## config.mk

```make
export PLATFORM = sky130hd
export DESIGN_NAME = sdram_arbiter
export DESIGN_NICKNAME = d
export VERILOG_FILES = /design/src/rtl/sdram_pkg.sv /design/src/rtl/sdram_tag_fifo.sv /design/src/rtl/sdram_arbiter.sv
export SDC_FILE = /design/constraint.sdc
export NUM_CORES = 1
export LEC_CHECK = 0
export CORE_MARGIN = 2
export CORE_UTILIZATION = 30
export DETAILED_ROUTE_END_ITERATION = 10
export PLACE_DENSITY = 0.84
export RECOVER_POWER = 50
export SLEW_MARGIN = 25
export SYNTH_ARGS = -nofsm -noshare
export SYNTH_HDL_FRONTEND = slang
export SYNTH_SLANG_ARGS = --single-unit
```

## constraint.sdc

```tcl
create_clock -name clk -period 3.6 [get_ports clk]
set_input_delay 0.36 -clock clk [delete_from_list [all_inputs] [get_ports clk]]
set_output_delay 0.36 -clock clk [all_outputs]
set_load 0.02 [all_outputs]
```

## src/rtl/sdram_pkg.sv

```systemverilog
// Shared sdram port widths, request payload type and sizing helpers.
package sdram_pkg;

    localparam int SDRAM_ADDR_W = 24;
    localparam int SDRAM_DATA_W = 16;

    typedef struct packed {
        logic                    we;
        logic [SDRAM_ADDR_W-1:0] addr;
        logic [SDRAM_DATA_W-1:0] data;
    } sdram_req_t;

    // Width of a counter or index holding values 0..n-1, never narrower than 1 bit.
    function automatic int idx_width(input int n);
        return (n <= 2) ? 1 : $clog2(n);
    endfunction

    // Width of a requester tag (owner index) for nreq requesters.
    function automatic int tag_width(input int nreq);
        return idx_width(nreq);
    endfunction

endpackage

```

## src/rtl/sdram_tag_fifo.sv

```systemverilog
// Synchronous FIFO of requester tags, one entry per in-flight sdram access.
module sdram_tag_fifo #(
    parameter int WIDTH = 1,
    parameter int DEPTH = 4
) (
    input  logic             clk,
    input  logic             rst_n,
    input  logic             push,
    input  logic [WIDTH-1:0] push_tag,
    input  logic             pop,
    output logic [WIDTH-1:0] head,
    output logic             full,
    output logic             empty
);
    localparam int PTR_W = $clog2(DEPTH);

    logic [WIDTH-1:0] mem [DEPTH];
    logic [PTR_W-1:0] wr_ptr;
    logic [PTR_W-1:0] rd_ptr;
    logic [PTR_W:0]   count;
    logic             do_push;
    logic             do_pop;

    // A push is refused when full, even if an entry leaves in the same cycle.
    assign full    = (count == (PTR_W+1)'(DEPTH));
    assign empty   = (count == '0);
    assign do_push = push && !full;
    assign do_pop  = pop && !empty;
    assign head    = mem[rd_ptr];

    // Pointers wrap naturally since DEPTH is a power of two.
    always_ff @(posedge clk or negedge rst_n) begin
        if (!rst_n) begin
            wr_ptr <= '0;
            rd_ptr <= '0;
            count  <= '0;
        end else begin
            if (do_push) wr_ptr <= wr_ptr + 1'b1;
            if (do_pop)  rd_ptr <= rd_ptr + 1'b1;
            case ({do_push, do_pop})
                2'b10:   count <= count + 1'b1;
                2'b01:   count <= count - 1'b1;
                default: count <= count;
            endcase
        end
    end

    // Tag storage needs no reset; only entries below count are ever read.
    always_ff @(posedge clk) begin
        if (do_push) mem[wr_ptr] <= push_tag;
    end

endmodule

```

## src/rtl/sdram_arbiter.sv

```systemverilog
// Round-robin arbiter sharing one sdram port among NREQ requesters, with burst
// lock for row locality and in-order response steering through a tag FIFO.
module sdram_arbiter
    import sdram_pkg::*;
#(
    parameter int NREQ      = 2,
    parameter int DEPTH     = 4,
    parameter int MAX_BURST = 8
) (
    input  logic                         clk,
    input  logic                         rst_n,
    input  logic [NREQ-1:0]              a_valid,
    output logic [NREQ-1:0]              a_ready,
    input  logic [NREQ-1:0]              a_we,
    input  logic [SDRAM_ADDR_W*NREQ-1:0] a_addr,
    input  logic [SDRAM_DATA_W*NREQ-1:0] a_data,
    output logic [NREQ-1:0]              b_valid,
    output logic [SDRAM_DATA_W-1:0]      b_data,
    output logic                         s_avalid,
    output logic                         s_we,
    output logic [SDRAM_ADDR_W-1:0]      s_addr,
    output logic [SDRAM_DATA_W-1:0]      s_data,
    input  logic                         s_aready,
    input  logic                         s_bvalid,
    input  logic [SDRAM_DATA_W-1:0]      s_bdata,
    output logic                         err
);
    localparam int TAG_W   = tag_width(NREQ);
    localparam int BURST_W = idx_width(MAX_BURST);
    localparam logic [BURST_W-1:0] BURST_LAST = BURST_W'(MAX_BURST - 1);

    logic [TAG_W-1:0]   grant;
    logic [TAG_W-1:0]   next_grant;
    logic [TAG_W-1:0]   tag_head;
    logic [BURST_W-1:0] burst_cnt;
    sdram_req_t         sel;
    logic               sel_valid;
    logic               found;
    logic               fifo_full;
    logic               fifo_empty;
    logic               hs;
    logic               rearb;
    logic               resp_pop;

    // Select the payload of the current owner.
    always_comb begin
        sel       = '0;
        sel_valid = 1'b0;
        for (int i = 0; i < NREQ; i++) begin
            if (grant == TAG_W'(i)) begin
                sel_valid = a_valid[i];
                sel.we    = a_we[i];
                sel.addr  = a_addr[i*SDRAM_ADDR_W +: SDRAM_ADDR_W];
                sel.data  = a_data[i*SDRAM_DATA_W +: SDRAM_DATA_W];
            end
        end
    end

    assign s_avalid = sel_valid && !fifo_full;
    assign s_we     = sel.we;
    assign s_addr   = sel.addr;
    assign s_data   = sel.data;
    assign hs       = s_avalid && s_aready;

    // Only the owner sees ready; it does not depend on the owner's own valid.
    always_comb begin
        a_ready = '0;
        for (int i = 0; i < NREQ; i++) begin
            a_ready[i] = (grant == TAG_W'(i)) && s_aready && !fifo_full;
        end
    end

    // Search grant+1, grant+2, ... (wrapping, ending at grant) for the first valid requester.
    always_comb begin
        next_grant = grant;
        found      = 1'b0;
        for (int k = 1; k <= NREQ; k++) begin
            for (int j = 0; j < NREQ; j++) begin
                if (!found && (j == (int'(grant) + k) % NREQ) && a_valid[j]) begin
                    next_grant = TAG_W'(j);
                    found      = 1'b1;
                end
            end
        end
    end

    assign rearb = !sel_valid || (hs && (burst_cnt == BURST_LAST));

    // Owner and burst length; a finished burst or an idle owner hands over.
    always_ff @(posedge clk or negedge rst_n) begin
        if (!rst_n) begin
            grant     <= '0;
            burst_cnt <= '0;
        end else if (rearb) begin
            grant     <= next_grant;
            burst_cnt <= '0;
        end else if (hs) begin
            burst_cnt <= burst_cnt + 1'b1;
        end
    end

    // A response with nothing outstanding is a protocol error held until reset.
    always_ff @(posedge clk or negedge rst_n) begin
        if (!rst_n) begin
            err <= 1'b0;
        end else if (s_bvalid && fifo_empty) begin
            err <= 1'b1;
        end
    end

    sdram_tag_fifo #(
        .WIDTH (TAG_W),
        .DEPTH (DEPTH)
    ) u_tag_fifo (
        .clk      (clk),
        .rst_n    (rst_n),
        .push     (hs),
        .push_tag (grant),
        .pop      (s_bvalid),
        .head     (tag_head),
        .full     (fifo_full),
        .empty    (fifo_empty)
    );

    assign resp_pop = s_bvalid && !fifo_empty;
    assign b_data   = s_bdata;

    // Steer the response strobe to the requester at the head of the tag FIFO.
    always_comb begin
        b_valid = '0;
        for (int i = 0; i < NREQ; i++) begin
            b_valid[i] = resp_pop && (tag_head == TAG_W'(i));
        end
    end

endmodule

```

* Yosys cells after proc, flatten, opt, wreduce, memory -nomap -nowiden *
Memory sizes are Yosys's and may differ from the RTL's.
Index checks and enable logic that the tools add are counted.

word-level totals
  register bits after elaboration = 12
  memories = 1
  logic and storage cells = 71
  output and inout port bits = 63
  bits in writable memories = 4
  bits of input ports = 104

memories
  name            depth  width  rd ports  clocked after memory_dff  wr ports  line                  source
  u_tag_fifo.mem  4      1      1         0                         1         sdram_tag_fifo.sv:17  logic [WIDTH-1:0] mem [DEPTH];

cells by class
  bitwise operators = 4
  multiplexer cells = 14
  reduce and logical (&&, ||, !) cells = 33
  equality and inequality tests = 6
  add/sub/neg operators = 7

operators by type and width
  kind                   count
  $logic_not A32 Y1      2
  $mux W41               1
  $logic_and A1 B1 Y1    19
  $mux W1                10
  $add A3 B1 Y3 const B  2
  $eq A3 B3 Y1 const B   2
  $logic_not A1 Y1       6
  $mux W3                2
  $pmux W3 S2            1
  $add A2 B1 Y2 const B  2
  $eq A2 B2 Y1 const A   2
  $reduce_bool A2 Y1     2
  $reduce_bool A4 Y1     1
  $logic_not A3 Y1       1
  $sub A3 B1 Y3 const B  1
  $add A1 B1 Y1 const B  2
  $and A1 B1 Y1 const A  2
  $eq A2 B1 Y1 const B   1
  $eq A2 B2 Y1 const B   1
  $not A1 Y1             2
  $reduce_and A2 Y1      1
  $logic_or A1 B1 Y1     1

* Longest topological paths before layout *
  word-level depth = 18
  depth in mapped cells = 9
  mapped depth without buffers = 8

* By module *
From an unflattened synthesis, not the netlist that was laid out.

unflattened totals
  cell total of the unflattened synthesis = 136
  area total of the unflattened synthesis = 1610.3 µm²

modules (own cells, without submodules)
  module          times used  area an instance (µm²)  seq. area each (µm²)  cells each
  sdram_arbiter   1           1028.5                  125.1                 93
  sdram_tag_fifo  1           581.8                   295.3                 43

* Worst setup path after synthesis *
OpenSTA, ideal clock, no wires.

  path kind = reg-to-reg
  start = register grant
  end = register u_tag_fifo.count[2]
  cell stages (with the launch flop) = 10
  library setup time = 0.079 ns
  data arrival time = 2.027 ns
  setup slack = 1.494 ns
  path buffers = 1
  clock period less this slack = 2.106 ns
  data required time = 3.521 ns
  path through = dfrtp_1 -> buf_2 -> mux2_2 -> nand3_1 -> ha_1 -> inv_1 -> fa_1 -> xor2_1 -> nor2_1 -> xor2_1

on the way
  cells in the longest elaborated chain, start to end = 6
  elaborated cells on any way between the ends = 8
  those cells by class = eq/ne (2); mux (2); reduce/logical (4)

ends and longest elaborated chain
  item                                               line                  source
  from (decl)                                        sdram_arbiter.sv:32   logic [TAG_W-1:0] grant;
  from (signal assigned)                             sdram_arbiter.sv:95   grant <= next_grant;
  $mux W1 *                                          sdram_arbiter.sv:50   if (grant == TAG_W'(i)) begin
  $logic_and A1 B1 Y1 *                              sdram_arbiter.sv:59   assign s_avalid = sel_valid && !fifo_full;
  $logic_and A1 B1 Y1 *                              sdram_arbiter.sv:63   assign hs = s_avalid && s_aready;
  $logic_and A1 B1 Y1 *                              sdram_tag_fifo.sv:27  assign do_push = push && !full;
  $eq A2 B1 Y1 or $eq A2 B2 Y1 (tied branches)       sdram_tag_fifo.sv:40  case ({do_push, do_pop})
  $pmux W3 S2 or $reduce_bool A2 Y1 (tied branches)  -
  to (signal assigned)                               sdram_tag_fifo.sv:41  2'b10: count <= count + 1'b1;
  to (signal assigned)                               sdram_tag_fifo.sv:42  2'b01: count <= count - 1'b1;
  to (signal assigned)                               sdram_tag_fifo.sv:43  default: count <= count;
  to (decl)                                          sdram_tag_fifo.sv:20  logic [PTR_W:0] count;

Mark *: on every way between the ends. The rest lies on a longest branch, timed or not.
A chain may end at the register's enable or synchronous reset.

* Worst setup path in the final report *
  start = register grant
  end = output s_data[4]

on the way
  cells in the longest elaborated chain, start to end = 1

ends and longest elaborated chain
  item       line                 source
  $mux W41   sdram_arbiter.sv:50
  to (decl)  sdram_arbiter.sv:22  output logic [SDRAM_DATA_W-1:0] s_data,

Every way passes these cells.

==> key figures <==
Status
  • Outcome: finished, final reports clean

Logic synthesis
  • Count leader, synth: mux2_2
  • Top_reg_cell synth: dfrtp_1
  • Sequential share of the synthesized area: 28.28%
  • Yosys reg bits: 16
  • Area leader, netlist: mux2_2
  • Asr flop ratio synth: 75.00%
  • Area contributors post-synth: mux2_2, dfrtp_1, buf_4
  • Netlist Area Pre-Place: 0.001486 mm2
  • Number of synthesized flops with an enable pin: 4
  • Syn Area/Cell: 10.85 um2
  • Most frequent cells after synthesis: mux2_2, buf_4, dfrtp_1
  • Syn. warnings: 0
  • Synth Net Count: between 200 and 250
  • Share of the synthesized area in the top cell type: 32.58%
  • Post-synth cell types: 32
  • Post-Synthesis Cells: 137

Placement
  • Dpl hpwl: 4211 um
  • PortBufs: between 100 and 150
  • Placed Cells: approximately 320
  • Pre-CTS setup slack: 1.059 ns
  • Placer Congestion: 0.8290

Setup path
  • CP bufs+invs: 2
  • Levels on crit path: 3
  • Slowest stage delay, CP: 0.69 ns
  • Worst Path Class, Setup: reg2out
  • Top Family by Delay on Critical Path: buffers and inverters
  • Reg2Reg Launch Point: grant$_DFFE_PN0P_
  • Worst Setup Start Kind: register
  • Worst Setup SP: grant$_DFFE_PN0P_
  • Critical Path RT: 3.24 ns
  • Worst reg-to-reg path cell count: 8
  • CP max FO: 35
  • Crit path DAT: 2.39 ns
  • CP max-delay cell: dfrtp_1
  • Cell chain of the critical path: buf_4, mux2_2, clkdlybuf4s50_1
  • CP Capture Type: output pin

Global route
  • Initial antenna violation count: 0
  • Vias in the first global route: 1428
  • Global Route Usage Sum: ~16%
  • Largest net degree at the start of global routing: 36
  • Grt total ovfl: 0
  • First-pass GRT wire length: 6755 um

Timing
  • Setup ws final: about 0.85 ns
  • Worst slew pin tran: 0.5634 ns
  • Hold Vio Cnt, Final: 0
  • Setup TNS: 0 ns
  • Tmin final: 2.753 ns
  • Max Freq: 363.2 MHz
  • Worst slew margin: 62.32%
  • Final setup viols: 0
  • RSZ-0062 raised after global routing: no
  • Worst Clk Skew: 0.001612 ns
  • Final Max Tran Viols: 0
  • Crit share post-route: 76.47%

Layout
  • Syn-to-layout area delta: 88.38%
  • Fin cells: approximately 320
  • Diode count: 0
  • Multi-input logic area: 879.6 um2
  • Register Area: around 420 um2
  • Final net count: 365
  • Fillers: 432
  • Fraction of layout cells with a size suffix above 1: between 10% and 20%
  • Final Util: about three fifths

Detailed routing
  • DR WL/cell: 15.31 um
  • Starting DRT DRC Count: 60
  • Routed met2 length: around 2600 um
  • Routed WL: 4885 um
  • Met3 WL post-DR: 432 um
  • Vias/cell: 4.549
  • Highest routed layer: met4
  • Pre-Repair DR Iteration Count: 4
  • Routed Antenna Nets: 0
  • Routed length on met1: 1648 um
  • Drt drc: 0
  • Via count: 1451

Floorplanning
  • # rows: 25
  • Top Ports: ~170
  • Die Y: 74.39 um
  • Die width: roughly 74 um
  • Core ar.: 0.004755 mm2
  • DIE AREA: around 0.0055 mm2
  • Starting density of the core: 31.26%

CTS
  • CTS tree: done
  • Max Buffers Root-to-Sink: 2
  • Clk root buf: clkbuf_8
  • CTS H-tree depth: 1
  • Clk sinks: 16
  • Post-CTS Hold Fix Bufs: 0
  • Clock transition at path regs: 0.06 ns
  • CTS buffer count: 3
  • Skew-Pair Late Insertion Delay: approximately 0.24 ns
  • Post-CTS setup buffers: 0
  • Post-CTS sizing: 0

Power and ir drop
  • Maximum vdd drop: around 0.22 mV
  • Static leakage: ~1.1 nW
  • PD cells: 382.9 mW/mm2

Run
  • Max cap viols: 0

Worst hold path
  • HP Start: err$_DFFE_PN0P_
  • Worst hold stages: 1
  • Min-delay worst type: reg2reg
[cell usage in the layout, fill, tap and decap left out, types with 2 or more instances in the layout]
cell type / n
nand2_1: 4
edfxtp_1: 4
xor2_1: 3
mux2_2: 42
mux2i_1: 3
xnor2_1: 3
and2_1: 2
nor2_1: 2
clkdlybuf4s50_1: 131
ha_1: 7
dfrtp_1: 12
and3_1: 5
clkbuf_8: 3
inv_1: 6
nand3b_1: 2
dlygate4sd3_1: 3
nand4_1: 2
a21oi_1: 2
nor2b_1: 2
[power breakdown]
| part | switching [W] | internal (W) |
|---|---|---|
| combinational | 0.000271 | 0.000358 |
| clock | 0.0000574 | 0.0000755 |
| sequential | 0.0000604 | 0.000249 |
[kinds of logic (layout without fill, tap and decap cells)]
group	after synthesis	after routing	synth area share, %
AO/OA/AOI/OAI	6	6	2.694
XOR/XNOR	6	6	3.536
adder cells (fa/ha/maj)	8	8	7.239
buffers and inverters	30	145	12.54
flip-flops	16	16	28.28
multiplexers	47	47	36.11
AND/OR/NAND/NOR	24	24	9.595
[stage by stage]
step / power (W) / hold WS, ns / area (um2)
5_1_grt: 0.001147 / 0.4838 / 2800
3_5_place_dp: 0.0009493 / 0.4479 / 2756
4_1_cts: 0.001089 / 0.4619 / 2801
2_1_floorplan: 0.0006943 / 0.06441 / 1486
3_3_place_gp: 0.0009344 / 0.4377 / 2756
6_report: 0.001072 / 0.4544 / 2800
[area by class of cell]
| class | count | share of cell area [%] |
|---|---|---|
| clock buffers | 3 | 1.475 |
| clock inverters | 1 | 0.1340 |
| inverters | 6 | 0.8043 |
| multi-input cells | 91 | 31.41 |
| flip-flops and latches | 16 | 15.01 |
| well taps | 67 | 2.994 |
| repair buffers | 135 | 48.17 |
[final timing paths]
path                                                          to  slack (ns)
worst max register to register   u_tag_fifo.count[2]$_DFFE_PN0P_        1.01
worst min-delay path                             err$_DFFE_PN0P_        0.45
max in group asynchronous        u_tag_fifo.count[1]$_DFFE_PN0P_        2.69
worst max-delay path                                   s_data[4]        0.85
min in group asynchronous       u_tag_fifo.rd_ptr[1]$_DFFE_PN0P_        0.55
worst min register to register                   err$_DFFE_PN0P_        0.45
[worst reg2reg max path, delay by kind of cell (launching register included)]
kind / cells / cell delay, ns
xor gates and xnor gates: 2 / 0.31
adders and majority gates: 2 / 0.57
buffers and inverters: 1 / 0.06
DFF: 1 / 0.69
muxes: 1 / 0.54
and+or+nand+nor: 2 / 0.35
[per-layer routing]
metal | GRT usage [%] | vias to the layer above
li1 | - | 701
met4 | 6.746 | 0
met2 | 28.81 | 87
met1 | 16.83 | 653
met3 | 5.827 | 10
met5 | 0 | -
[flip-flops by register name (all words and copies together) (netlist names)]
register and cells:
u_tag_fifo.rd_ptr 2, u_tag_fifo.wr_ptr 2, u_tag_fifo.mem 4, grant 1, burst_cnt 3, u_tag_fifo.count 3, err 1
(Power assumes the default switching activity.)
